`src/rtl/mux8way_arb_pkg.sv`:
```
// Shared constants, state encoding and helpers for the 8-way round-robin arbiter.
// Optional grant timeout is enabled by defining MUX8_ARB_TIMEOUT_EN.
package mux8way_arb_pkg;

    localparam int NUM_REQ = 8;
    localparam int SEL_W   = 3;

    typedef enum logic {
        IDLE  = 1'b0,
        GRANT = 1'b1
    } arb_state_e;

    // Starting from 7 makes the first search after reset begin at requester 0.
    localparam logic [SEL_W-1:0] LAST_OWNER_RST = 3'd7;

    function automatic logic [NUM_REQ-1:0] onehot8(input logic [SEL_W-1:0] idx);
        onehot8 = 8'b0000_0001 << idx;
    endfunction

endpackage

```
`src/rtl/mux8way_arbiter_rr_pick8.sv`:
```
// Combinational round-robin picker: first set bit of req at or above start,
// wrapping 7 -> 0.
module rr_pick8
    import mux8way_arb_pkg::*;
(
    input  logic [NUM_REQ-1:0] req,
    input  logic [SEL_W-1:0]   start,
    output logic               found,
    output logic [SEL_W-1:0]   idx
);

    logic [2*NUM_REQ-1:0] dbl_s;
    logic [NUM_REQ-1:0]   rot_s;
    logic [SEL_W-1:0]     off_s;

    // Rotate so requester 'start' sits at bit 0, priority-encode, then rotate back.
    always_comb begin
        dbl_s = {req, req};
        rot_s = dbl_s[start +: NUM_REQ];
        off_s = 3'd0;
        for (int j = NUM_REQ - 1; j >= 0; j--) begin
            off_s = rot_s[j] ? 3'(j) : off_s;
        end
        found = |req;
        idx   = start + off_s;
    end

endmodule

```
`src/rtl/mux8way_arbiter.sv`:
```
// Round-robin arbiter owning the select of a Mux8Way datapath; all outputs registered.
// Define MUX8_ARB_TIMEOUT_EN to force-release an owner after HOLD_MAX cycles.
module mux8way_arbiter
    import mux8way_arb_pkg::*;
#(
    parameter int unsigned HOLD_MAX = 15
) (
    input  logic               clk,
    input  logic               rst,
    input  logic [NUM_REQ-1:0] req,
    input  logic               done,
    output logic [NUM_REQ-1:0] grant,
    output logic               grant_valid,
    output logic [SEL_W-1:0]   sel,
    output logic               timeout
);

    arb_state_e         state_r;
    arb_state_e         state_nxt_s;
    logic [SEL_W-1:0]   last_owner_r;
    logic [SEL_W-1:0]   last_owner_nxt_s;

    logic [NUM_REQ-1:0] pick_req_s;
    logic [SEL_W-1:0]   pick_start_s;
    logic               pick_found_s;
    logic [SEL_W-1:0]   pick_idx_s;

    logic               owner_req_s;
    logic               force_rel_s;
    logic               release_s;
    logic               take_s;

    logic [NUM_REQ-1:0] grant_nxt_s;
    logic               valid_nxt_s;
    logic [SEL_W-1:0]   sel_nxt_s;
    logic               timeout_nxt_s;

`ifdef MUX8_ARB_TIMEOUT_EN
    localparam logic [7:0] HOLD_LAST = 8'(HOLD_MAX - 1);
    logic [7:0] hold_cnt_r;
    logic [7:0] hold_cnt_nxt_s;
`endif

    // Release conditions and the request vector offered to the picker.
    always_comb begin
        owner_req_s = req[last_owner_r];
`ifdef MUX8_ARB_TIMEOUT_EN
        force_rel_s = (state_r == GRANT) && owner_req_s && !done && (hold_cnt_r == HOLD_LAST);
`else
        force_rel_s = 1'b0;
`endif
        release_s    = (state_r == GRANT) && (done || !owner_req_s || force_rel_s);
        // The releasing owner must not win its own release edge.
        pick_req_s   = (state_r == GRANT) ? (req & ~onehot8(last_owner_r)) : req;
        pick_start_s = last_owner_r + 3'd1;
    end

    rr_pick8 u_pick (
        .req   (pick_req_s),
        .start (pick_start_s),
        .found (pick_found_s),
        .idx   (pick_idx_s)
    );

    // Next-state logic.
    always_comb begin
        state_nxt_s = state_r;
        take_s      = 1'b0;
        case (state_r)
            IDLE: begin
                if (pick_found_s) begin
                    state_nxt_s = GRANT;
                    take_s      = 1'b1;
                end else begin
                    state_nxt_s = IDLE;
                end
            end
            GRANT: begin
                if (release_s) begin
                    if (pick_found_s) begin
                        state_nxt_s = GRANT;
                        take_s      = 1'b1;
                    end else begin
                        state_nxt_s = IDLE;
                    end
                end else begin
                    state_nxt_s = GRANT;
                end
            end
            default: begin
                state_nxt_s = IDLE;
            end
        endcase
    end

    // Next values of the registered outputs and owner tracking.
    always_comb begin
        grant_nxt_s      = grant;
        valid_nxt_s      = grant_valid;
        sel_nxt_s        = sel;
        last_owner_nxt_s = last_owner_r;
        timeout_nxt_s    = force_rel_s;
        if (take_s) begin
            grant_nxt_s      = onehot8(pick_idx_s);
            valid_nxt_s      = 1'b1;
            sel_nxt_s        = pick_idx_s;
            last_owner_nxt_s = pick_idx_s;
        end else if (state_nxt_s == IDLE) begin
            grant_nxt_s = 8'b0000_0000;
            valid_nxt_s = 1'b0;
        end else begin
            grant_nxt_s = grant;
        end
    end

`ifdef MUX8_ARB_TIMEOUT_EN
    // Hold counter: zero on a fresh grant, counts while the same owner keeps the path.
    always_comb begin
        if (take_s) begin
            hold_cnt_nxt_s = 8'd0;
        end else if ((state_r == GRANT) && (state_nxt_s == GRANT)) begin
            hold_cnt_nxt_s = hold_cnt_r + 8'd1;
        end else begin
            hold_cnt_nxt_s = 8'd0;
        end
    end

    // Hold counter register.
    always_ff @(posedge clk or posedge rst) begin
        if (rst) begin
            hold_cnt_r <= 8'd0;
        end else begin
            hold_cnt_r <= hold_cnt_nxt_s;
        end
    end
`endif

    // State and owner registers.
    always_ff @(posedge clk or posedge rst) begin
        if (rst) begin
            state_r      <= IDLE;
            last_owner_r <= LAST_OWNER_RST;
        end else begin
            state_r      <= state_nxt_s;
            last_owner_r <= last_owner_nxt_s;
        end
    end

    // Output registers.
    always_ff @(posedge clk or posedge rst) begin
        if (rst) begin
            grant       <= 8'b0000_0000;
            grant_valid <= 1'b0;
            sel         <= 3'd0;
            timeout     <= 1'b0;
        end else begin
            grant       <= grant_nxt_s;
            grant_valid <= valid_nxt_s;
            sel         <= sel_nxt_s;
            timeout     <= timeout_nxt_s;
        end
    end

endmodule
```
`config.mk`:
```
export PLATFORM = sky130hd
export DESIGN_NAME = mux8way_arbiter
export DESIGN_NICKNAME = d
export VERILOG_FILES = /design/src/rtl/mux8way_arb_pkg.sv /design/src/rtl/mux8way_arbiter_rr_pick8.sv /design/src/rtl/mux8way_arbiter.sv
export SDC_FILE = /design/constraint.sdc
export NUM_CORES = 1
export LEC_CHECK = 0
export ABC_CLOCK_PERIOD_IN_PS = 5200
export CAP_MARGIN = 20
export CORE_MARGIN = 4
export CORE_UTILIZATION = 25
export CTS_CLUSTER_SIZE = 40
export DETAILED_ROUTE_END_ITERATION = 10
export DONT_BUFFER_PORTS = 1
export PLACE_DENSITY = 0.35
export SETUP_SLACK_MARGIN = 0.02
export SYNTH_ARGS = -nofsm -noshare
export SYNTH_HDL_FRONTEND = slang
export SYNTH_SLANG_ARGS = --single-unit
```
`constraint.sdc`:
```
create_clock -name clk -period 5.2 [get_ports clk]
set_input_delay 0.52 -clock clk [delete_from_list [all_inputs] [get_ports clk]]
set_output_delay 0.52 -clock clk [all_outputs]
set_load 0.01 [all_outputs]
```
==> results of run 1 <==
==> flip-flops by register name, summed over array words and instances (netlist names) <==
| name | flops |
|---|---|
| last_owner_r | 3 |
| grant | 8 |
| grant_valid | 1 |
| state_r | 1 |
| sel | 3 |
==> layer usage <==
layer,track usage,routed length [um]
met5,0,0
met1,0.155,2290
met2,0.192,2240
met3,0.0264,257
met4,0.0217,45
==> worst max path at each step <==
| stage | startpoint | end | depth (start not counted) |
|---|---|---|---|
| after global routing | last_owner_r[2] | grant[4] | 16 |
| after detailed placement | last_owner_r[2] | grant[4] | 16 |
| final | last_owner_r[2] | grant[4] | 16 |
| after global placement | last_owner_r[2] | grant[4] | 14 |
| after floorplan | last_owner_r[2] | sel[2] | 15 |
| after CTS | last_owner_r[2] | grant[4] | 14 |
==> placed cells by master (no fill, tap or decap), drive strengths merged, types with 3 or more instances in the layout <==
cell type,Yosys,layout
nand3,18,18
nand2,17,17
mux2i,15,15
dfrtp,13,13
a21oi,12,12
o21ai,12,12
nor2,8,8
a211oi,8,8
ha,7,7
inv,7,7
mux2,6,6
a21o,6,6
nor4,5,5
a31oi,4,4
clkbuf,5,4
buf,7,4
and3,3,3
mux4,3,3
dfstp,3,3
==> metrics by stage <==
step / instances / utilization / instance area (um2) / hold WS [ns]
final: 292 / 0.269 / 1940 / 0.224
after global routing: 292 / 0.269 / 1940 / 0.277
after CTS: 292 / 0.269 / 1940 / 0.252
after detailed placement: 288 / 0.261 / 1880 / 0.524
after global placement: 288 / 0.261 / 1880 / 0.510
after floorplan: 197 / - / 1840 / 0.432
==> synthesized netlist by cell type (4+ instances only) <==
library cell,n,area [um2]
sky130_fd_sc_hd__nand3_1,18,90.1
sky130_fd_sc_hd__nand2_1,17,63.8
sky130_fd_sc_hd__dfrtp_1,13,325
sky130_fd_sc_hd__mux2i_1,13,130
sky130_fd_sc_hd__a21oi_1,11,55.1
sky130_fd_sc_hd__o21ai_0,11,55.1
sky130_fd_sc_hd__nor2_1,8,30.0
sky130_fd_sc_hd__a211oi_1,7,52.6
sky130_fd_sc_hd__ha_1,7,87.6
sky130_fd_sc_hd__inv_1,6,22.5
sky130_fd_sc_hd__mux2_2,6,67.6
sky130_fd_sc_hd__a21o_1,5,37.5
sky130_fd_sc_hd__nor4_1,5,31.3
sky130_fd_sc_hd__a31oi_1,4,25.0
==> area by class of cell <==
type                       count  area, um2  area share
multi-input combinational    161       1300       0.668
sequential                    16        404       0.208
tap                           99        124      0.0639
clock buffer                   4       55.1      0.0284
timing repair buffer           4       30.0      0.0155
inverter                       8       30.0      0.0155
==> cell families after synthesis <==
family	synth area share
adder cells (fa/ha/maj)	0.0583
AO/OA/AOI/OAI	0.249
other	0.00203
XOR/XNOR	0.0394
flip-flops	0.219
buffers and inverters	0.0780
multiplexers	0.163
AND/OR/NAND/NOR	0.191
==> results by group, run 1 <==
Synth
  • Mean area per synthesized cell: 9.36 um2
  • Net count after synthesis: 216
  • Count of cell types in the netlist: 63
  • Yosys reg bits: 16
  • Warning count from the yosys run: 0
  • Synth Cell Area: 0.00184 mm2
  • Cell count after synthesis: 197
  • Part of the Yosys area used for sequential elements: 0.219
  • Share of synthesized flip-flops with an asynchronous set or reset: 1.00
  • Number of flops mapped to enable cells by yosys: 0
  • Most used flip-flop cell after synthesis: sky130_fd_sc_hd__dfrtp_1

Critical path
  • Top delay family on crit path: compound AO/OA/AOI/OAI gates
  • Beginning of the worst register-to-register path: last_owner_r[2]
  • Worst Setup End Kind: register
  • Endpoint of the most critical register-to-register path: grant[4]
  • Path type of the worst setup path: reg -> reg
  • Critical path launch point type: register
  • Cell-by-cell trace of the critical path: inv_1, ha_1, buf_4, mux2_2, a21oi_1, mux2i_1, a211oi_1, a31oi_1, a21oi_1, ha_1, inv_1, fa_1, xnor2_1, nor4b_1, o21ai_0, nand3_1
  • Critical-path cell with the highest stage delay: sky130_fd_sc_hd__dfstp_2
  • Worst endpoint data arrival time: 4.83 ns
  • Worst endpoint required time: 5.38 ns
  • Worst reg2reg path depth: 16
  • Max Fanout on Critical Path: 15
  • Worst Path Buf+Inv: 3
  • Internal reg-to-reg setup slack: 0.55 ns
  • Max incr delay on CP: 0.78 ns

Finish
  • Final layout net count: 213
  • Ratio of cells with drive above 1 in the final layout: 0.192
  • Filler instances: 804
  • # diodes: 0
  • Syn-to-layout area delta: 5.16%

STA
  • Max-slew headroom at the worst pin: 0.419
  • Final setup viols: 0
  • RSZ-0062 raised after global routing: false
  • Clock period minus final worst setup slack: 4.65 ns
  • Total negative slack for setup checks: 0 ns
  • Pin slew with the least headroom to its limit: 0.862 ns
  • Achievable frequency: 215 MHz
  • Clock skew: 0.00510 ns
  • Ratio of final minimum period to clock period: 0.894
  • Number of max-slew violations in the final report: 0
  • Number of hold violations in the final report: 0
  • Min setup slack post-route: 0.551 ns

Placement
  • Post-detailed-placement half-perimeter wirelength: 3850 um
  • Number of buffers inserted by port buffering: 0
  • Worst setup slack before clock tree synthesis: 0.614 ns
  • Last weighted congestion value of the routability-driven placer: 0.853

Route
  • Vias: 1511
  • Routed WL: 4840 um
  • Number of nets with antenna violations after detailed routing: 0
  • Violation count after the first detailed-route iteration: 57
  • Mean routed wirelength per cell: 16.6 um
  • DR DRC count: 0
  • Drt first pass iters: 4
  • Via density: 5.17

Floorplanning
  • I/O Pins: 24
  • Effective utilization at floorplan: 0.256
  • Die outline width: 93.9 um
  • Number of rows in the core area: 31
  • Vertical die dimension: 93.9 um
  • Area of the die: 0.00882 mm2
  • Core box area: 0.00721 mm2

Clocking
  • Sink count of the clock tree: 16
  • CTS tree: done
  • Clock transition at the registers of the reported paths: 0.07 ns
  • CTS hold repair buffers: 0
  • Clock buffer count from CTS: 3
  • Buffer count from post-CTS setup fixing: 0
  • Root Buffer Master: sky130_fd_sc_hd__clkbuf_8
  • Buffer depth of the longest clock path: 2
  • Post-cts gate resize count: 0
  • Clock Latency Late Sink: 0.25 ns
  • CTS H-tree lvls: 1

Min path
  • Path class of the lowest-slack min-delay path: in -> async

GRT
  • Global route total overflow: 0
  • Total routing resource utilization after global routing: 0.116
  • Via count of the first global-routing pass: 1536
  • Largest net degree at the start of global routing: 17
  • Wire length of the first global-routing pass: 8070 um
  • Initial antenna violation count: 0

Status
  • Run status: completed

Job
  • Maximum capacitance violations: 0
Power of run 1 is not shown: default switching activity piles up to over one toggle a cycle in this logic, so the estimate is an artifact.
==> inputs of run 2 (changes only) <==
--- a/config.mk
+++ b/config.mk
@@ -12,6 +12,7 @@
 export CTS_CLUSTER_SIZE = 40
 export DETAILED_ROUTE_END_ITERATION = 10
 export DONT_BUFFER_PORTS = 1
+export MAX_ROUTING_LAYER = met4
 export PLACE_DENSITY = 0.35
 export SETUP_SLACK_MARGIN = 0.02
 export SYNTH_ARGS = -nofsm -noshare
==> run 2 against run 1 <==
Worst hold slack got worse by 0.00065 ns. Critical path depth is the same. Routed wire length down 0.35%. Register-to-register slack about the same. Non-clock buffer count stayed put.
==> results by group, run 2 (synthesis results as in run 1) <==
Critical path
  • Max incr delay on CP: 0.78 ns (about the same)
  • Worst endpoint required time: 5.38 ns (about the same)
  • Path type of the worst setup path: reg -> reg
  • Critical path launch point type: register
  • Worst Path Buf+Inv: 3 (unchanged)
  • Worst reg2reg path depth: 16 (unchanged)
  • Worst endpoint data arrival time: 4.83 ns (about the same)
  • Max Fanout on Critical Path: 15 (unchanged)
  • Cell-by-cell trace of the critical path: inv_1, ha_1, buf_4, mux2_2, a21oi_1, mux2i_1, a211oi_1, a31oi_1, a21oi_1, ha_1, inv_1, fa_1, xnor2_1, nor4b_1, o21ai_0, nand3_1
  • Worst Setup End Kind: register
  • Total stage count of the critical path: 16 (unchanged)
  • Beginning of the worst register-to-register path: last_owner_r[2]
  • Internal reg-to-reg setup slack: 0.55 ns (about the same)
  • Top delay family on crit path: compound AO/OA/AOI/OAI gates
  • Critical-path cell with the highest stage delay: sky130_fd_sc_hd__dfstp_2
  • Worst setup path startpoint: last_owner_r[2]
  • Worst setup path endpoint: grant[4]
  • Endpoint of the most critical register-to-register path: grant[4]

Route
  • Drt first pass iters: 4 (unchanged)
  • Via density: 5.17 (about the same)
  • DR DRC count: 0 (unchanged)
  • Vias: 1510 (-0.066%)
  • Routed WL: 4820 um (-0.35%)
  • Mean routed wirelength per cell: 16.5 um (-0.35%)
  • Number of nets with antenna violations after detailed routing: 0 (unchanged)
  • Violation count after the first detailed-route iteration: 54 (-5.3%)

Clocking
  • Clock buffer count from CTS: 3 (unchanged)
  • Buffer count from post-CTS setup fixing: 0 (unchanged)
  • Post-cts gate resize count: 0 (unchanged)
  • Clock transition at the registers of the reported paths: 0.07 ns (about the same)
  • CTS hold repair buffers: 0 (unchanged)
  • Clock Latency Late Sink: 0.25 ns (about the same)
  • Root Buffer Master: sky130_fd_sc_hd__clkbuf_8
  • CTS tree: done
  • Buffer depth of the longest clock path: 2 (unchanged)
  • CTS H-tree lvls: 1 (unchanged)
  • Sink count of the clock tree: 16 (unchanged)

Placement
  • Post-detailed-placement half-perimeter wirelength: 3850 um (unchanged)
  • Last weighted congestion value of the routability-driven placer: 0.866 (+1.6%)
  • Post-DP Area: 0.00188 mm2 (unchanged)
  • Number of buffers inserted by port buffering: 0 (unchanged)

Floorplanning
  • Vertical die dimension: 93.9 um (unchanged)
  • I/O Pins: 24 (unchanged)
  • Number of rows in the core area: 31 (unchanged)
  • Core box area: 0.00721 mm2 (unchanged)
  • Area of the die: 0.00882 mm2 (unchanged)
  • Die outline width: 93.9 um (unchanged)
  • Effective utilization at floorplan: 0.256 (unchanged)

Finish
  • Syn-to-layout area delta: 5.16% (unchanged)
  • Post-layout instance area: 0.00194 mm2 (unchanged)
  • # diodes: 0 (unchanged)
  • Final layout net count: 213 (unchanged)
  • Most common cell after layout, fill and taps aside: sky130_fd_sc_hd__nand3_1
  • Ratio of cells with drive above 1 in the final layout: 0.192 (unchanged)
  • Leading cell types in the layout, fill and taps excluded: 18 x sky130_fd_sc_hd__nand3_1, 17 x sky130_fd_sc_hd__nand2_1, 13 x sky130_fd_sc_hd__mux2i_1, 13 x sky130_fd_sc_hd__dfrtp_1
  • Top reg by flops: grant
  • Number of flip-flops in the largest register: 8 (unchanged)
  • Registers with the most flip-flops: grant x8, last_owner_r x3, sel x3

STA
  • Pin slew with the least headroom to its limit: 0.863 ns (+0.00158 ns)
  • Achievable frequency: 215 MHz (about the same)
  • Number of hold violations in the final report: 0 (unchanged)
  • Final setup viols: 0 (unchanged)
  • Total negative slack for setup checks: 0 ns (unchanged)
  • RSZ-0062 raised after global routing: false
  • Clock period minus final worst setup slack: 4.65 ns (-0.00154 ns)
  • Clock skew: 0.00430 ns (-0.000807 ns)
  • Max-slew headroom at the worst pin: 0.418 (-0.00106)
  • Ratio of final minimum period to clock period: 0.894 (about the same)
  • Number of max-slew violations in the final report: 0 (unchanged)

Min path
  • Path class of the lowest-slack min-delay path: in -> async

Job
  • Maximum capacitance violations: 0 (unchanged)

GRT
  • Total routing resource utilization after global routing: 0.119 (+0.00311)
  • Initial antenna violation count: 0 (unchanged)
  • Global route total overflow: 0 (unchanged)
  • Largest net degree at the start of global routing: 17 (unchanged)
  • Via count of the first global-routing pass: 1533 (-0.20%)
  • Wire length of the first global-routing pass: 8060 um (about the same)

Status
  • Run status: completed
[run 2: cell counts in the layout (fill, tap and decap cells not counted)]
Identical to the previous run, type by type.
[run 2: final cells by class]
class	instances	area [um2]
tap	99	124
multi-input combinational	161	1300
inverter	8	30.0
timing repair buffer	4	30.0
fill	804	5280
clock buffer	4	55.1
sequential	16	404
[run 2: worst min-delay path by stage]
stage	to	slack (ns)	depth (start not counted)
global route	grant[3]	0.28	1
CTS	grant[3]	0.25	1
finish	grant[3]	0.22	1
detailed placement	grant[3]	0.52	1
global placement	grant[7]	0.51	1
floorplan	grant[0]	0.43	1
[run 2: per-stage QoR]
stage               hold slack (ns)  setup slack, ns  utilization  std cells
detailed placement            0.524            0.614        0.261        288
finish                        0.223            0.552        0.269        292
CTS                           0.252            0.562        0.269        292
floorplan                     0.432             1.23            -        197
global route                  0.280            0.192        0.269        292
global placement              0.510            0.553        0.261        288
[run 2: worst register-to-register path, delay by kind of cell, from the launching register on]
family,cells,cell delay (ns)
AND/OR/NAND/NOR,2,0.52
AO/OA/AOI/OAI,5,1.14
buffers and inverters,3,0.45
XOR/XNOR,1,0.24
flip-flops,1,0.78
adder cells (fa/ha/maj),3,0.85
multiplexers,2,0.59
[run 2: layer usage]
layer  GRT usage  up-vias  wire, um
met2       0.195       27      2250
met1       0.153      740      2260
met4      0.0217        0        45
met5           -        -         0
met3      0.0264        4       258
li1            -      739         -
Power of run 2 is left out for the same reason.
==> inputs of run 3 (changes only) <==
--- a/config.mk
+++ b/config.mk
@@ -7,14 +7,17 @@
 export LEC_CHECK = 0
 export ABC_CLOCK_PERIOD_IN_PS = 5200
 export CAP_MARGIN = 20
+export CELL_PAD_IN_SITES_DETAIL_PLACEMENT = 1
+export CELL_PAD_IN_SITES_GLOBAL_PLACEMENT = 2
 export CORE_MARGIN = 4
 export CORE_UTILIZATION = 25
-export CTS_CLUSTER_SIZE = 40
+export CTS_CLUSTER_SIZE = 12
 export DETAILED_ROUTE_END_ITERATION = 10
 export DONT_BUFFER_PORTS = 1
 export MAX_ROUTING_LAYER = met4
-export PLACE_DENSITY = 0.35
+export PLACE_DENSITY = 0.49
 export SETUP_SLACK_MARGIN = 0.02
 export SYNTH_ARGS = -nofsm -noshare
 export SYNTH_HDL_FRONTEND = slang
+export SYNTH_HIERARCHICAL = 1
 export SYNTH_SLANG_ARGS = --single-unit
==> run 3 against run 2 <==
Sequential cell count unchanged. Non-clock buffer count shrank 3. Via count shrank 32%. Die area down 16%. Design area fell by 17%. First-iteration DRC count is 52% lower. Final cell count is 29% lower. Clock skew is 0.0038 ns lower. Utilization rose by 0.36 points. Routed wire length fell by 28%. Synthesized area down 18%. Sequential share of layout area rose by 4.2 points.
==> results by group, run 3 <==
Synth
  • Mean area per synthesized cell: 11.3 um2 (+21%)
  • Most area-hungry cell type in the Yosys netlist: sky130_fd_sc_hd__dfrtp_1
  • Number of flops mapped to enable cells by yosys: 0 (unchanged)
  • Most used flip-flop cell after synthesis: sky130_fd_sc_hd__dfrtp_1
  • List of most frequent post-synthesis cells: 13 x sky130_fd_sc_hd__dfrtp_1, 11 x sky130_fd_sc_hd__inv_1, 10 x sky130_fd_sc_hd__mux2_2, 9 x sky130_fd_sc_hd__nand2_1, 8 x sky130_fd_sc_hd__a21boi_0
  • Cell types with the largest area share after synthesis: sky130_fd_sc_hd__dfrtp_1 21%, sky130_fd_sc_hd__mux4_1 12%, sky130_fd_sc_hd__mux2_2 7.4%
  • Part of the Yosys area used for sequential elements: 0.266 (+0.0472)
  • Most common cell in the netlist: sky130_fd_sc_hd__dfrtp_1
  • Warning count from the yosys run: 6 (+6)
  • Cell count after synthesis: 134 (-32%)
  • Synth Cell Area: 0.00152 mm2 (-18%)
  • Count of cell types in the netlist: 40 (-37%)
  • Share of the synthesized area in the top cell type: 0.214 (+0.0380)
  • Yosys reg bits: 16 (unchanged)
  • Net count after synthesis: 153 (-29%)
  • Share of synthesized flip-flops with an asynchronous set or reset: 1.00 (unchanged)

Critical path
  • Max Fanout on Critical Path: 13 (-2)
  • Critical-path cell with the highest stage delay: sky130_fd_sc_hd__ha_1
  • Max incr delay on CP: 0.64 ns (-0.14 ns)
  • Worst endpoint required time: 5.33 ns (-0.05 ns)
  • Worst endpoint data arrival time: 4.75 ns (-0.08 ns)
  • Worst Setup End Kind: register
  • Critical path launch point type: register
  • Internal reg-to-reg setup slack: 0.58 ns (+0.03 ns)
  • Worst Path Buf+Inv: 2 (-1)
  • Path type of the worst setup path: reg -> reg
  • Cell-by-cell trace of the critical path: inv_1, ha_1, mux4_1, mux2i_1, o311ai_0, a21bo_2, a31oi_1, ha_1, inv_1, fa_1, xnor2_1, xnor2_1, nand2b_1, nor2_1, mux2_4
  • Top delay family on crit path: adder cells

STA
  • RSZ-0062 raised after global routing: false
  • Achievable frequency: 217 MHz (+0.64%)
  • Number of hold violations in the final report: 0 (unchanged)
  • Total negative slack for setup checks: 0 ns (unchanged)
  • Number of max-slew violations in the final report: 0 (unchanged)
  • Clock period minus final worst setup slack: 4.62 ns (-0.0296 ns)
  • Clock skew: 0.000498 ns (-0.00380 ns)
  • Max-slew headroom at the worst pin: 0.526 (+0.108)
  • Pin slew with the least headroom to its limit: 0.704 ns (-0.159 ns)
  • Ratio of final minimum period to clock period: 0.888 (-0.00569)
  • Final setup viols: 0 (unchanged)

Min path
  • Path class of the lowest-slack min-delay path: in -> async

Route
  • Routed WL: 3460 um (-28%)
  • Via density: 4.94 (-4.5%)
  • Violation count after the first detailed-route iteration: 26 (-52%)
  • Drt first pass iters: 2 (-2)
  • DR DRC count: 0 (unchanged)
  • Mean routed wirelength per cell: 16.6 um (+0.85%)
  • Vias: 1027 (-32%)
  • Number of nets with antenna violations after detailed routing: 0 (unchanged)

Floorplanning
  • Effective utilization at floorplan: 0.256 (+0.000703)
  • Area of the die: 0.00738 mm2 (-16%)
  • Die outline width: 85.9 um (-8.5%)
  • I/O Pins: 24 (unchanged)
  • Vertical die dimension: 85.9 um (-8.5%)
  • Number of rows in the core area: 28 (-9.7%)
  • Core box area: 0.00592 mm2 (-18%)

Clocking
  • Clock transition at the registers of the reported paths: 0.06 ns (about the same)
  • CTS hold repair buffers: 0 (unchanged)
  • CTS H-tree lvls: 1 (unchanged)
  • Buffer count from post-CTS setup fixing: 0 (unchanged)
  • Clock buffer count from CTS: 3 (unchanged)
  • Buffer depth of the longest clock path: 2 (unchanged)
  • CTS tree: done
  • Post-cts gate resize count: 0 (unchanged)
  • Clock Latency Late Sink: 0.24 ns (about the same)
  • Sink count of the clock tree: 16 (unchanged)
  • Root Buffer Master: sky130_fd_sc_hd__clkbuf_8

Finish
  • Registers with the most flip-flops: grant x8, last_owner_r x3, sel x3
  • Top reg by flops: grant
  • Number of flip-flops in the largest register: 8 (unchanged)
  • Ratio of cells with drive above 1 in the final layout: 0.241 (+0.0489)
  • # diodes: 0 (unchanged)
  • Leading cell types in the layout, fill and taps excluded: 13 x sky130_fd_sc_hd__dfrtp_1, 11 x sky130_fd_sc_hd__inv_1, 10 x sky130_fd_sc_hd__mux2_2
  • Final layout net count: 153 (-28%)
  • Syn-to-layout area delta: 6.27%
  • Most common cell after layout, fill and taps aside: sky130_fd_sc_hd__dfrtp_1

GRT
  • Total routing resource utilization after global routing: 0.104 (-0.0147)
  • Global route total overflow: 0 (unchanged)
  • Wire length of the first global-routing pass: 6040 um (-25%)
  • Initial antenna violation count: 0 (unchanged)
  • Largest net degree at the start of global routing: 17 (unchanged)
  • Via count of the first global-routing pass: 1155 (-25%)

Placement
  • Post-detailed-placement half-perimeter wirelength: 2790 um (-28%)
  • Last weighted congestion value of the routability-driven placer: 0.755 (-13%)
  • Number of buffers inserted by port buffering: 0 (unchanged)

Job
  • Maximum capacitance violations: 0 (unchanged)

Status
  • Run status: completed
[run 3: changes by cell type in the layout (fill, tap and decap cells not counted), moves of 8 or more]
cell,before,now
sky130_fd_sc_hd__nand2_1,17,9
sky130_fd_sc_hd__o21ai_0,11,2
sky130_fd_sc_hd__nand3_1,18,0
sky130_fd_sc_hd__a21oi_1,11,0
[run 3: kinds of logic after synthesis]
kind of cell | after synthesis | synth area share
AND/OR/NAND/NOR | 32 | 0.110
flip-flops | 16 | 0.266
buffers and inverters | 17 | 0.0610
multiplexers | 31 | 0.319
adder cells (fa/ha/maj) | 8 | 0.0709
other | 1 | 0.00247
AO/OA/AOI/OAI | 27 | 0.159
XOR/XNOR | 2 | 0.0115
[run 3: final cells by class]
class / instances / area, um2
multi-input cells: 101 / 1020
repair buffers: 1 / 7.51
inverters: 11 / 41.3
well taps: 75 / 93.8
fillers: 665 / 4310
clock buffers: 4 / 45.0
flip-flops and latches: 16 / 404
[run 3: through the flow]
stage | instances | hold WS [ns] | worst slack [ns] | cell area [um2] | utilization
2_1_floorplan | 134 | 0.432 | 1.39 | 1520 | -
3_3_place_gp | 204 | 0.513 | 0.644 | 1570 | 0.265
3_5_place_dp | 204 | 0.525 | 0.549 | 1570 | 0.265
4_1_cts | 208 | 0.248 | 0.518 | 1610 | 0.272
5_1_grt | 208 | 0.293 | 0.193 | 1610 | 0.272
6_report | 208 | 0.241 | 0.582 | 1610 | 0.272
[run 3: path summary, 6_finish.rpt]
path                       cells past startpoint     endpoint             from
max reg2reg                                   15     grant[3]  last_owner_r[0]
min                                            1  grant_valid              rst
min in group clk                               1  grant_valid      grant_valid
min reg2reg                                    1  grant_valid      grant_valid
max in group asynchronous                      1     grant[7]              rst
max                                           15     grant[3]  last_owner_r[0]
[run 3: routing by layer]
metal,share of wire,global-route usage,wire [um],vias up
li1,-,-,-,496
met1,0.46,0.131,1600,513
met2,0.50,0.173,1740,14
met3,0.027,0.0250,95,4
met4,0.0081,0.0187,28,0
met5,0,-,0,-
Power of run 3 is left out for the same reason.
